`src/rtl/cpu_step_controller.sv`:
```
// Step controller for a multicycle CPU. Brings the slow clock and a bouncy step
// button into clk_in, and issues one-cycle cpu_en pulses in free-run or single-step mode.
module cpu_step_controller #(
  parameter int unsigned DEBOUNCE_CYCLES = 1000000,
  parameter int unsigned CNT_W           = 16
) (
  input  logic             clk_in,
  input  logic             rst_n,
  input  logic             slow_clk,
  input  logic             step_btn,
  input  logic             run_mode,
  input  logic             halt,
  output logic             cpu_en,
  output logic [1:0]       state_o,
  output logic [CNT_W-1:0] step_count
);

  localparam int unsigned     DB_W    = $clog2(DEBOUNCE_CYCLES) + 1;
  localparam logic [DB_W-1:0] DB_LAST = DB_W'(DEBOUNCE_CYCLES - 1);

  typedef enum logic [1:0] {
    PAUSE  = 2'b00,
    RUN    = 2'b01,
    HALTED = 2'b10
  } state_e;

  logic s1_q, s2_q, s3_q, tick_q;
  logic b1_q, b2_q;
  logic [DB_W-1:0] db_cnt_q, db_cnt_d;
  logic db_q, db_d, db_prev_q, step_req_q;
  state_e state_q, state_d;
  logic cpu_en_q, cpu_en_d;
  logic [CNT_W-1:0] count_q;

  // Synchronisers, slow-clock edge detect and debounced-press detect
  always_ff @(posedge clk_in or negedge rst_n) begin
    if (!rst_n) begin
      s1_q       <= 1'b0;
      s2_q       <= 1'b0;
      s3_q       <= 1'b0;
      tick_q     <= 1'b0;
      b1_q       <= 1'b0;
      b2_q       <= 1'b0;
      db_cnt_q   <= '0;
      db_q       <= 1'b0;
      db_prev_q  <= 1'b0;
      step_req_q <= 1'b0;
    end else begin
      s1_q       <= slow_clk;
      s2_q       <= s1_q;
      s3_q       <= s2_q;
      tick_q     <= s2_q & ~s3_q;
      b1_q       <= step_btn;
      b2_q       <= b1_q;
      db_cnt_q   <= db_cnt_d;
      db_q       <= db_d;
      db_prev_q  <= db_q;
      step_req_q <= db_q & ~db_prev_q;
    end
  end

  always_comb begin
    db_cnt_d = db_cnt_q;
    db_d     = db_q;
    if (b2_q == db_q) begin
      db_cnt_d = '0;
    end else if (db_cnt_q == DB_LAST) begin
      db_d     = b2_q;
      db_cnt_d = '0;
    end else begin
      db_cnt_d = db_cnt_q + DB_W'(1);
    end
  end

  always_ff @(posedge clk_in or negedge rst_n) begin
    if (!rst_n) begin
      state_q  <= PAUSE;
      cpu_en_q <= 1'b0;
      count_q  <= '0;
    end else begin
      state_q  <= state_d;
      cpu_en_q <= cpu_en_d;
      if (cpu_en_q) count_q <= count_q + CNT_W'(1);
    end
  end

  // cpu_en looks at the current state, so events racing a mode change are dropped
  always_comb begin
    state_d  = state_q;
    cpu_en_d = ~halt & (((state_q == RUN) & tick_q) | ((state_q == PAUSE) & step_req_q));
    if (halt) begin
      state_d = HALTED;
    end else begin
      case (state_q)
        PAUSE:   if (run_mode)  state_d = RUN;
        RUN:     if (!run_mode) state_d = PAUSE;
        HALTED:  state_d = HALTED;
        default: state_d = PAUSE;
      endcase
    end
  end

  assign cpu_en     = cpu_en_q;
  assign state_o    = state_q;
  assign step_count = count_q;

endmodule

```
`config.mk`:
```
export PLATFORM = sky130hd
export DESIGN_NAME = cpu_step_controller
export DESIGN_NICKNAME = d
export VERILOG_FILES = /design/src/rtl/cpu_step_controller.sv
export SDC_FILE = /design/constraint.sdc
export NUM_CORES = 1
export LEC_CHECK = 0
export CAP_MARGIN = 20
export CORE_AREA = 4 4 71 73
export DETAILED_ROUTE_END_ITERATION = 12
export DIE_AREA = 0 0 75 77
export PLACE_DENSITY_LB_ADDON = 0.1
export SLEW_MARGIN = 20
export SYNTH_ARGS = -nofsm -noshare
export SYNTH_HDL_FRONTEND = slang
export SYNTH_SLANG_ARGS = --single-unit
```
`constraint.sdc`:
```
create_clock -name clk_in -period 1.7 [get_ports clk_in]
set_input_delay 0.425 -clock clk_in [delete_from_list [all_inputs] [get_ports clk_in]]
set_output_delay 0.425 -clock clk_in [all_outputs]
set_load 0.05 [all_outputs]
```
==> results.json <==
{
  "worst-slew-pin-transition_ps": 336,
  "avgSynthCellArea_um2": 11.1,
  "drt-pass1-iter-count": 4,
  "post_drt_via_cell_ratio": 5.34,
  "gp_routability_congestion": 0.819,
  "congestion_overflow_gr": 0,
  "delay_of_the_slowest_critical_path_stage_ps": 600,
  "p_per_area_nw_per_um2": 729,
  "irDropWorstVdd_uv": 613,
  "dp.cells": 281,
  "synth_fa_ha_area_frac": 0.0119,
  "number_of_antenna_violations_at_the_first_check_in_global_routing": 0,
  "clock_net_sink_count": 49,
  "worst-setup-path-type": "reg2reg",
  "worst-endpoint-arrival_ps": 1940,
  "holdPathStages": 0,
  "worstReg2RegStart": "db_cnt_q[4]",
  "multiplexer_area_fraction_after_synthesis": 0.0154,
  "ff_latch_area_um2": 1230,
  "clk_pin_slew_worst_paths_ps": 80,
  "finalNonFillerCells": 293,
  "timing.hold.worst_endpoint": "s2_q",
  "synthTopCellsByArea": "sky130_fd_sc_hd__dfrtp_1 58%, sky130_fd_sc_hd__xnor2_1 10%, sky130_fd_sc_hd__nor2_1 4.3%, sky130_fd_sc_hd__xor2_1 2.9%, sky130_fd_sc_hd__nand4_1 2.4%",
  "synth_warnings": 0,
  "endpoint_kind": "register",
  "global_route.usage.total": 0.158,
  "num_antenna_cells": 0,
  "setup_violations": 1,
  "cts_tree": "yes",
  "synth.net_count": 197,
  "multiInputGateArea_um2": 860,
  "synth_area_leader_cell": "sky130_fd_sc_hd__dfrtp_1",
  "fin_nets": 248,
  "synth_cell_type_count": 31,
  "ordered_list_of_cells_on_the_worst_path": "nand4_1 > or4_4 > or3_1 > a21oi_1",
  "cp_slowest_cell": "sky130_fd_sc_hd__or4_4",
  "via_count_of_the_first_global_routing_pass": 1615,
  "wire_per_inst_um": 13.6,
  "rsz0062_at_grt": "yes",
  "dieWidth_um": 75,
  "status": "finished with violations",
  "dp.final_hpwl_um": 3030,
  "synthDominantCellAreaShare": 0.582,
  "syn_area_um2": 2110,
  "h-tree-depth": 2,
  "cts_made_buffers": 5,
  "portBuffers": 24,
  "fillers": 338,
  "finalMaxSlewViolations": 0,
  "yosys_register_bits": 49,
  "die_h_um": 77,
  "grt_first_pass_wirelength_um": 7070,
  "relSlewSlack": 0.774,
  "setup.reg_to_reg.worst_slack_ps": -10,
  "placement.cell_area_um2": 2750,
  "final_layout_size_suffix_gt1_frac": 0.249,
  "grt_max_degree": 27,
  "clk_latency_ps": 300,
  "violation_count_after_the_first_detailed_route_iteration": 58,
  "worst_path_dominant_cell_family": "simple AND/OR/NAND/NOR gates",
  "path_buf_inv": 0,
  "detail_route.wirelength_um": 3980,
  "drcViolationCount": 0,
  "clk_buf_depth": 2,
  "synth_compound_area_frac": 0.0273,
  "most_common_cell_in_the_netlist": "sky130_fd_sc_hd__dfrtp_1",
  "ys_top_cells_by_count": "49 x sky130_fd_sc_hd__dfrtp_1, 24 x sky130_fd_sc_hd__nor2_1, 24 x sky130_fd_sc_hd__xnor2_1, 10 x sky130_fd_sc_hd__nand2_1",
  "antenna_left": 0,
  "highest_fanout_seen_on_the_critical_path": 5,
  "synthCells": 189,
  "final_cell_area_um2": 2910,
  "via_count": 1566,
  "design.die.area_um2": 5780,
  "hold_violations": 0,
  "min_from": "s1_q",
  "timing.reg2reg.worst_path_depth": 4,
  "utilization": 0.667,
  "number_of_placement_rows": 24,
  "timing.final.crit_period_ps": 1710,
  "finalHoldWorstSlack_ps": 355,
  "main_combinational_cell_family_by_area_after_synthesis": "simple AND/OR/NAND/NOR gates",
  "violations_in_the_final_reports": "setup timing",
  "starting_density_of_the_core": 0.484,
  "synthArstFlopShare": 1.00,
  "pin_count": 25,
  "core_region_area_um2": 4350,
  "min_period_over_period": 1.01,
  "worst_clock_skew_ps": 4.01,
  "yosys.area_share.xor_xnor": 0.129,
  "synth_edf_count": 0,
  "worst_r2r_endpoint": "db_cnt_q[20]",
  "ys_dominant_reg_cell": "sky130_fd_sc_hd__dfrtp_1",
  "critical_path_required_ps": 1930,
  "synth_seq_area_share": 0.582,
  "synthToLayoutAreaGrowth_pct": 38.0,
  "synth_simple_gate_area_share": 0.212,
  "worstSetupStartpointType": "register",
  "clock_tree.root_cell": "sky130_fd_sc_hd__clkbuf_8",
  "max_cap_violations": 0,
  "timing.final.ws_setup_ps": -11.2,
  "cellLeakagePower_uw": 0.00126,
  "fmax_mhz": 584,
  "worstHoldPathType": "reg2reg",
  "tns_ps": -11.2
}
-- what timing repair did --
action	4_1_cts	5_1_grt
hold buffers	1	0
setup endpoints to repair	0	16
gates resized for setup	0	4
endpoints found under the hold margin	3	0
buffers inserted	0	3
-- metrics by stage --
| stage | setup slack, ps | power, uW |
|---|---|---|
| 2_1_floorplan | 16.4 | 1240 |
| 3_3_place_gp | 57.1 | 1290 |
| 3_5_place_dp | 11.5 | 1300 |
| 4_1_cts | 0.189 | 2150 |
| 5_1_grt | -74.6 | 2220 |
| 6_report | -11.2 | 2120 |
-- worst reg2reg max path, cell delays in order, from the launching register on --
cell	delay, ps
sky130_fd_sc_hd__dfrtp_1	390
sky130_fd_sc_hd__nand4_1	170
sky130_fd_sc_hd__or4_4	600
sky130_fd_sc_hd__or3_1	330
sky130_fd_sc_hd__a21oi_1	160
-- how the worst max path moves through the flow --
stage / from / endpoint / slack, ps / depth (start not counted)
finish: db_cnt_q[4] / db_cnt_q[20] / -10 / 4
global route: db_cnt_q[4] / db_cnt_q[20] / -70 / 4
CTS: db_cnt_q[0] / db_cnt_q[20] / 0.2 / 5
detailed placement: db_cnt_q[13] / db_cnt_q[19] / 10 / 4
global placement: db_cnt_q[10] / db_cnt_q[19] / 60 / 4
floorplan: step_count[2] / step_count[15] / 20 / 4
-- logic make-up (layout without fill, tap and decap cells) --
kind of cell | Yosys count | after routing
AND/OR/NAND/NOR | 82 | 82
flip-flops | 49 | 49
XOR/XNOR | 31 | 31
buffers and inverters | 12 | 64
AO/OA/AOI/OAI | 10 | 10
multiplexers | 3 | 3
adder cells (fa/ha/maj) | 2 | 2
-- state kept, by name, summed over array words and instances, names as in the netlist --
signal and cells:
s1_q 1, tick_q 1, s3_q 1, b1_q 1, db_q 1, s2_q 1
db_cnt_q 21, step_count 16, cpu_en 1, b2_q 1, step_req_q 1, db_prev_q 1
state_o 2
-- placed cells by master (no fill, tap or decap), types with 3 or more instances in the layout --
| cell | Yosys | routed |
|---|---|---|
| sky130_fd_sc_hd__nand2_1 | 10 | 10 |
| sky130_fd_sc_hd__inv_1 | 9 | 9 |
| sky130_fd_sc_hd__or3_1 | 3 | 3 |
| sky130_fd_sc_hd__nor3_1 | 6 | 6 |
| sky130_fd_sc_hd__buf_4 | 0 | 22 |
| sky130_fd_sc_hd__and4_1 | 3 | 3 |
| sky130_fd_sc_hd__xnor2_1 | 24 | 24 |
| sky130_fd_sc_hd__nor2_1 | 24 | 23 |
| sky130_fd_sc_hd__clkdlybuf4s50_1 | 0 | 4 |
| sky130_fd_sc_hd__o21ai_0 | 4 | 4 |
| sky130_fd_sc_hd__a21oi_1 | 4 | 4 |
| sky130_fd_sc_hd__nand3_1 | 9 | 9 |
| sky130_fd_sc_hd__buf_12 | 0 | 19 |
| sky130_fd_sc_hd__nor4_1 | 8 | 8 |
| sky130_fd_sc_hd__nand4_1 | 8 | 8 |
| sky130_fd_sc_hd__clkbuf_8 | 0 | 6 |
| sky130_fd_sc_hd__dfrtp_1 | 49 | 46 |
| sky130_fd_sc_hd__dfrtp_2 | 0 | 3 |
| sky130_fd_sc_hd__xor2_1 | 7 | 7 |
-- report_power, final --
group	switching, uW	leakage, uW	internal [uW]
combinational	45.6	0.000540	34.2
clock	366	0.0000585	480
sequential	14.3	0.000658	1180
-- cell type report --
cell class                      instances  area share
Clock buffer                            7      0.0297
Clock inverter                          1      0.0103
Inverter                                9      0.0116
Multi-Input combinational cell        128       0.296
Sequential cell                        49       0.423
Tap cell                               52      0.0224
Timing Repair Buffer                   47       0.207
-- metal layers --
metal	wire length, um	GRT usage	vias to the layer above
met1	1670	0.193	768
li1	-	-	749
met2	2020	0.257	43
met4	55	0.0569	0
met5	0	0	-
met3	232	0.0510	6
No activity file was read; power rests on OpenSTA's default activity.
